==> src/rtl/mux4_scan_ctrl_pkg.sv <==
// Shared constants and state encoding for the 4:1 mux scan controller.
package mux4_scan_ctrl_pkg;

  localparam int NUM_CH = 4;
  localparam int CH_W   = 2;

  typedef enum logic {
    ST_IDLE = 1'b0,
    ST_SCAN = 1'b1
  } state_t;

endpackage

==> src/rtl/mux4_scan_ctrl_dwell_timer.sv <==
// Dwell counter: while run is high, tick pulses once every DWELL cycles on the
// cycle whose closing edge is the sample edge. Idles at zero when run is low.
module dwell_timer #(
  parameter int DWELL   = 4,
  parameter int DWELL_W = 8
) (
  input  logic clk,
  input  logic rst,
  input  logic run,
  output logic tick
);

  if (DWELL < 1 || DWELL > 255) begin : g_bad_dwell
    $error("dwell_timer: DWELL must be in 1..255");
  end
  if ((DWELL - 1) >= (2 ** DWELL_W)) begin : g_bad_width
    $error("dwell_timer: DWELL_W too narrow for DWELL");
  end

  localparam logic [DWELL_W-1:0] LAST = DWELL_W'(DWELL - 1);

  logic [DWELL_W-1:0] dwell_cnt;

  assign tick = run && (dwell_cnt == LAST);

  always_ff @(posedge clk or posedge rst) begin
    if (rst) begin
      dwell_cnt <= '0;
    end else if (!run || tick) begin
      dwell_cnt <= '0;
    end else begin
      dwell_cnt <= dwell_cnt + DWELL_W'(1);
    end
  end

endmodule

==> src/rtl/mux4_scan_ctrl.sv <==
// Scan controller for a 4:1 mux: steps the selects, samples f per channel and
// hands each 4-bit frame downstream over valid/ready, flagging dropped frames.
//
// Handshake: a transfer happens on any edge where frame_valid & frame_ready;
// frame is held stable while frame_valid=1 and no transfer occurs, and
// frame_ready is ignored while frame_valid=0.
module mux4_scan_ctrl
  import mux4_scan_ctrl_pkg::*;
#(
  parameter int DWELL   = 4,
  parameter int DWELL_W = 8
) (
  input  logic       clk,
  input  logic       rst,
  input  logic       start,
  input  logic       cont,
  input  logic       mux_f,
  output logic       s0,
  output logic       s1,
  output logic       busy,
  output logic [3:0] frame,
  output logic       frame_valid,
  input  logic       frame_ready,
  output logic       overrun,
  input  logic       overrun_clr
);

  state_t            state, state_n;
  logic [CH_W-1:0]   ch, ch_n;
  logic [NUM_CH-2:0] shadow, shadow_n;
  logic [3:0]        frame_n;
  logic              valid_n;
  logic              overrun_n;
  logic              tick;
  logic              commit;
  logic              drop;

  dwell_timer #(
    .DWELL   (DWELL),
    .DWELL_W (DWELL_W)
  ) u_dwell_timer (
    .clk  (clk),
    .rst  (rst),
    .run  (state == ST_SCAN),
    .tick (tick)
  );

  // ch is 0 whenever the FSM is idle, so selects read 00 there without muxing.
  assign {s1, s0} = ch;
  assign busy     = (state == ST_SCAN);

  always_comb begin
    state_n   = state;
    ch_n      = ch;
    shadow_n  = shadow;
    frame_n   = frame;
    valid_n   = frame_valid;
    overrun_n = overrun;
    commit    = 1'b0;
    drop      = 1'b0;

    case (state)
      ST_IDLE: begin
        if (start) begin
          state_n = ST_SCAN;
          ch_n    = '0;
        end
      end
      ST_SCAN: begin
        if (tick) begin
          if (ch == CH_W'(NUM_CH - 1)) begin
            commit  = 1'b1;
            ch_n    = '0;
            state_n = cont ? ST_SCAN : ST_IDLE;
          end else begin
            for (int i = 0; i < NUM_CH - 1; i++) begin
              if (ch == CH_W'(i)) shadow_n[i] = mux_f;
            end
            ch_n = ch + CH_W'(1);
          end
        end
      end
      default: state_n = ST_IDLE;
    endcase

    if (frame_valid && frame_ready) valid_n = 1'b0;

    // The last channel goes straight into the frame; no shadow bit is needed.
    if (commit) begin
      if (!frame_valid || frame_ready) begin
        frame_n = {mux_f, shadow};
        valid_n = 1'b1;
      end else begin
        drop = 1'b1;
      end
    end

    if (overrun_clr) overrun_n = 1'b0;
    if (drop)        overrun_n = 1'b1;
  end

  always_ff @(posedge clk or posedge rst) begin
    if (rst) begin
      state       <= ST_IDLE;
      ch          <= '0;
      shadow      <= '0;
      frame       <= '0;
      frame_valid <= 1'b0;
      overrun     <= 1'b0;
    end else begin
      state       <= state_n;
      ch          <= ch_n;
      shadow      <= shadow_n;
      frame       <= frame_n;
      frame_valid <= valid_n;
      overrun     <= overrun_n;
    end
  end

endmodule

==> config.mk <==
export PLATFORM = sky130hd
export DESIGN_NAME = mux4_scan_ctrl
export DESIGN_NICKNAME = d
export VERILOG_FILES = /design/src/rtl/mux4_scan_ctrl_pkg.sv /design/src/rtl/mux4_scan_ctrl_dwell_timer.sv /design/src/rtl/mux4_scan_ctrl.sv
export SDC_FILE = /design/constraint.sdc
export NUM_CORES = 1
export LEC_CHECK = 0
export ABC_AREA = 1
export CORE_UTILIZATION = 51
export DETAILED_ROUTE_END_ITERATION = 12
export PLACE_DENSITY = 0.76
export SETUP_SLACK_MARGIN = 0.3
export SKIP_LAST_GASP = 1
export SYNTH_ARGS = -nofsm -noshare
export SYNTH_HDL_FRONTEND = slang
export SYNTH_SLANG_ARGS = --single-unit
==> constraint.sdc <==
create_clock -name clk -period 2.07 [get_ports clk]
set_clock_uncertainty 0.2 [all_clocks]
set_input_delay 0.207 -clock clk [delete_from_list [all_inputs] [get_ports clk]]
set_output_delay 0.207 -clock clk [all_outputs]
set_load 0.005 [all_outputs]
==> impl_metrics.yaml, run 1 <==
timing:
  setup_viol: 0
  slew_violations: 0
  timing.final.crit_share_pct: 81.57
  fmax_mhz: 592.2
  holdWs_ps: 31.93
  min_period_ps: 1689
  rsz0062_at_grt: "no"
  hold_violations: 0
  tightest_slew_ps: 335.1
  slew_headroom_pct: 77.49
  timing.setup.tns_ps: 0
global_routing:
  first_global_vias: 782
  antenna_found_initial: 0
  grt_pass1_wl_um: 3325
  grt.total_usage_pct: 21.83
  grt_max_degree: 21
  overflow: 0
setup_path:
  critical_path_required_ps: 1660
  path_cells: "clkdlybuf4s50_1"
  crit_path_top_delay_cell: "clkdlybuf4s50_1"
  worst-setup-path-type: "register to output pin"
  ff2ff_setup_slack_ps: 440
  startpoint_type: "register"
  cp_top_family: "buffers and inverters"
  endpoint_kind: "output pin"
  worstRegToRegCells: 6
  max_stage_delay_ps: 540
  cp.arrival_ps: 1280
  crit_fanout: 6
  r2r-end: "shadow[2]"
  reg2reg_from: "ch[0]"
  path_buf_inv: 1
route:
  drcViolationCount: 0
  wl_per_cell_um: 11.23
  ant_nets: 0
  drtPass1Iterations: 4
  drt_iter0_drc: 18
  vias: 884
  finalWirelength_um: 2022
  vias_per_cell: 4.911
status:
  status: "finished clean"
cts:
  htree_levels: 1
  cts_made_buffers: 3
  clk_latency_ps: 300
  root_buffer: "clkbuf_4"
  clk_pin_slew_ps: 120
  numClockSinks: 20
  clock_path_buffers: 2
  cts_tree: "done"
yosys:
  synth.distinct_cells: 15
  synth_top_family_by_area: "simple AND/OR/NAND/NOR gates"
  synth_compound_area_share_pct: 1.465
  synthAdderAreaFrac_pct: 6.105
  ys_seq_area_share_pct: 48.84
  synth_xor_xnor_area_share_pct: 1.709
  yosys.area_share.simple_pct: 31.99
  syn-num-nets: 145
  muxShareOfSynthArea_pct: 0
  mappedNetlistArea_mm2: 0.001025
  syn_avg_cell_area_um2: 7.705
  synth-seq-cells: 20
  synthCells: 133
  yosysWarningCount: 0
floorplan:
  coreArea_mm2: 0.001802
  num_io_pins: 16
  die-area_mm2: 0.002193
  fp.dieW_um: 46.83
  dieHeight_um: 46.83
  rows: 15
  start_util_pct: 56.88
job:
  drv_cap: 0
min_path:
  min_path_type: "input pin to asynchronous set/reset pin"
power_and_ir_drop:
  vdd_ir_drop_max_uv: 822.1
  p_leak_nw: 0.6881
  power_density_mw_per_mm2: 1209
placement:
  dp_hpwl_um: 1520
  numPortBuffers: 15
  place_congestion: 0.7739
finish:
  diodes: 0
  synthToLayoutAreaGrowth_pct: 26.13
  fillCellCount: 155
  fin_util_pct: 71.74
  fin_nets: 168
  final_common_cell: "nand2_1"
  layout_common_cells: "40 x nand2_1, 26 x inv_1, 20 x dfrtp_1, 17 x nor2_1, 15 x clkdlybuf4s50_1"
  drive_gt1_share_pct: 7.742
==> what timing repair did <==
item	CTS	global route
hold buffers	0	0
resized for setup	0	3
buffers inserted	0	3
endpoints found under the setup margin	0	5
==> final cells by class <==
class | instances | area, um^2 | share of cell area, %
Clock inverter | 1 | 30.03 | 2.323
Clock buffer | 3 | 22.52 | 1.742
Sequential cell | 20 | 500.5 | 38.72
Timing Repair Buffer | 19 | 180.2 | 13.94
Multi-Input combinational cell | 86 | 430.4 | 33.30
Tap cell | 25 | 31.28 | 2.420
Inverter | 26 | 97.59 | 7.551
==> routing by layer <==
| layer | vias up | track usage, % | routed length [um] |
|---|---|---|---|
| met5 | - | 0 | 0 |
| met3 | 4 | 3.462 | 37 |
| met1 | 420 | 26.76 | 968 |
| met4 | 0 | 8.571 | 29 |
| li1 | 448 | - | - |
| met2 | 12 | 38.33 | 986 |
==> worst max-delay path by stage <==
stage / slack [ps] / start / cells past startpoint / to
floorplan: 450 / ch[0] / 7 / shadow[0]
detailed placement: 380 / ch[0] / 6 / shadow[2]
CTS: 370 / ch[0] / 6 / shadow[2]
global placement: 450 / ch[0] / 6 / shadow[0]
finish: 380 / busy / 1 / busy
global route: 330 / busy / 1 / busy
==> synthesized netlist by cell type <==
library cell / n / area, um^2
a21oi_1: 1 / 5.000
nor3b_1: 2 / 15.01
nor3_1: 2 / 10.01
nor2_1: 17 / 63.81
nand2_1: 41 / 153.9
nor2_4: 1 / 11.26
dfrtp_1: 20 / 500.5
clkbuf_1: 1 / 3.750
nand4_1: 6 / 37.54
inv_1: 26 / 97.59
nand3_1: 6 / 30.03
or2_1: 1 / 6.260
ha_1: 5 / 62.56
o21ai_0: 2 / 10.01
xor2_1: 2 / 17.52
==> power by group <==
group / switching (mW) / internal [mW]
logic: 0.344 / 0.288
clock network: 0.122 / 0.196
registers: 0.0962 / 0.517
==> cells by family after synthesis <==
kind of cell / after synthesis
buf+inv: 27
xor+xnor: 2
fa+ha+maj: 5
compound gates: 3
flops: 20
simple gates: 76
==> worst register-to-register path, stage by stage (launching register included) <==
cell and delay, ps:
dfrtp_1 450, ha_2 260, or2_1 270, nor2_1 150
nand3_1 100, nand2_1 80, inv_1 40
==> stage by stage <==
step	instance area, um^2	setup WS [ps]	power, mW	instances
finish	1292	381.4	1.563	180
global route	1292	327.1	1.697	180
CTS	1262	367.0	1.531	177
detailed placement	1210	384.5	1.207	173
global placement	1210	451.2	1.178	173
floorplan	1025	449.0	0.9849	133
==> flip-flops by register name (all words and copies together), names as in the netlist <==
signal                   count
u_dwell_timer.dwell_cnt      8
busy                         1
frame                        4
ch                           2
overrun                      1
frame_valid                  1
shadow                       3
Power figures use the tool's default switching activity.
==> run 2: changes to the inputs <==
==> constraint.sdc (replaced) <==
create_clock -name clk -period 1.6 [get_ports clk]
set_clock_uncertainty 0.2 [all_clocks]
set_input_delay 0.16 -clock clk [delete_from_list [all_inputs] [get_ports clk]]
set_output_delay 0.16 -clock clk [all_outputs]
set_load 0.005 [all_outputs]
==> impl_metrics.yaml, run 2 (synthesis results as in run 1) <==
route:
  finalWirelength_um: 2867
  vias_per_cell: 5.239
  drtPass1Iterations: 4
  vias: 1032
  ant_nets: 0
  drt_iter0_drc: 55
  drcViolationCount: 0
  wl_per_cell_um: 14.55
cts:
  numClockSinks: 20
  clock_path_buffers: 2
  root_buffer: "clkbuf_4"
  htree_levels: 1
  clk_latency_ps: 310
  cts_made_buffers: 3
  clk_pin_slew_ps: 120
  cts_tree: "done"
  postCtsHoldBufs: 0
finish:
  diodes: 0
  layout_common_cells: "34 x nand2_1, 24 x inv_1, 19 x dfrtp_1, 16 x buf_4, 9 x nor2_1"
  synthToLayoutAreaGrowth_pct: 48.72
  drive_gt1_share_pct: 31.98
  regMostFlops: "u_dwell_timer.dwell_cnt"
  fin_nets: 185
  final_common_cell: "nand2_1"
  largest_register_ffs: 8
  final_cell_area_mm2: 0.001524
  fin_util_pct: 84.58
  top_regs: "u_dwell_timer.dwell_cnt x8, frame x4, shadow x3"
global_routing:
  antenna_found_initial: 0
  grt.total_usage_pct: 25.66
  first_global_vias: 926
  grt_pass1_wl_um: 3829
  overflow: 0
  grt_max_degree: 21
timing:
  holdWs_ps: -17.40
  setup_viol: 0
  slew_violations: 0
  hold_violations: 20
  setup_slack_ps: 6.583
  fmax_mhz: 627.6
  tightest_slew_ps: 253.9
  timing.final.crit_share_pct: 99.59
  min_period_ps: 1593
  timing.setup.tns_ps: 0
  slew_headroom_pct: 83.07
  rsz0062_at_grt: "yes"
setup_path:
  critical_path_required_ps: 1610
  path_cells: "ha_2, buf_4, buf_6, nand2_4, nor2_4, nand2_2, xor2_1, nor2_1"
  endpoint_kind: "register"
  crit_fanout: 3
  max_stage_delay_ps: 410
  worst-setup-path-type: "register to register"
  startpoint_type: "register"
  crit_path_top_delay_cell: "dfrtp_1"
  cp.arrival_ps: 1610
floorplan:
  start_util_pct: 56.88
  dieHeight_um: 46.83
  coreArea_mm2: 0.001802
  fp.dieW_um: 46.83
  rows: 15
  num_io_pins: 16
  die-area_mm2: 0.002193
power_and_ir_drop:
  power_density_mw_per_mm2: 1635
  finalPower_mw: 2.491
  seqPwrFrac_pct: 32.0
  p_int_mw: 1.472
  vdd_ir_drop_max_uv: 1133
  p_leak_nw: 0.8126
  comb_power_share_pct: 55.6
  p_switching_mw: 1.020
  clock_power_share_pct: 12.4
  switching_share_pct: 40.93
min_path:
  min_path_type: "input pin to asynchronous set/reset pin"
placement:
  place_congestion: 0.7797
  placed_area_mm2: 0.001242
  dp_hpwl_um: 1443
  place_ws_ps: 38.04
  numPortBuffers: 15
status:
  violations: "negative hold slack"
  status: "finished with violations"
job:
  drv_cap: 0
==> run 2: cell count changes in the layout (fill, tap and decap cells not counted), moves of 5 or more <==
cell             previous run  this run
buf_4                       4        16
nor2_1                     17         9
buf_6                       0         7
clkdlybuf4s50_1            15         6
clkdlybuf4s15_1             0         5
nand2_1                    40        34
==> run 2: cell type report <==
type / count / area [um^2]
Multi-Input combinational cell: 86 / 538.0
Sequential cell: 20 / 501.7
Tap cell: 25 / 31.28
Inverter: 26 / 97.59
Fill cell: 105 / 277.8
Clock buffer: 4 / 36.28
Timing Repair Buffer: 36 / 319.1
==> run 2: per-layer routing <==
| layer | wire length (um) | GRT usage (%) |
|---|---|---|
| met1 | 1113 | 28.68 |
| met2 | 1438 | 45.00 |
| met3 | 184 | 5.000 |
| met4 | 130 | 15.43 |
| met5 | 0 | 0 |
==> run 2: worst paths after layout <==
path,startpoint,end,slack [ps],cells past startpoint
max in group asynchronous,rst,busy,990,3
min in group clk,overrun_clr,overrun,240,4
worst max-delay path,u_dwell_timer.dwell_cnt[0],u_dwell_timer.dwell_cnt[6],7,8
worst max register to register,u_dwell_timer.dwell_cnt[0],u_dwell_timer.dwell_cnt[6],7,8
worst min-delay path,rst,u_dwell_timer.dwell_cnt[7],-20,3
worst min register to register,frame[1],frame[1],300,2
==> run 2: timing repair <==
item	CTS	global route
endpoints found under the setup margin	29	24
gates cloned	0	0
pin swaps	7	6
gates resized for setup	38	23
buffers inserted	11	6
==> run 2: power by group through the flow <==
stage	Sequential (mW)	Combinational, mW	Clock (mW)
floorplan	0.790	0.510	0
global placement	0.806	0.762	0
detailed placement	0.810	0.779	0
CTS	0.782	1.09	0.297
global route	0.812	1.52	0.329
finish	0.797	1.39	0.308
==> run 2: critical path: cells and delay by family, from the launching register on <==
family,cells,cell delay (ps)
XOR/XNOR,1,180
adder cells (fa/ha/maj),1,210
buffers and inverters,2,250
flip-flops,1,410
AND/OR/NAND/NOR,4,250
==> run 2: through the flow <==
step / hold WS, ps / cells
after floorplan: -76.17 / 133
after global placement: 247.9 / 176
after detailed placement: 264.5 / 176
after CTS: 3.913 / 191
after global routing: 2.468 / 197
final: -17.40 / 197
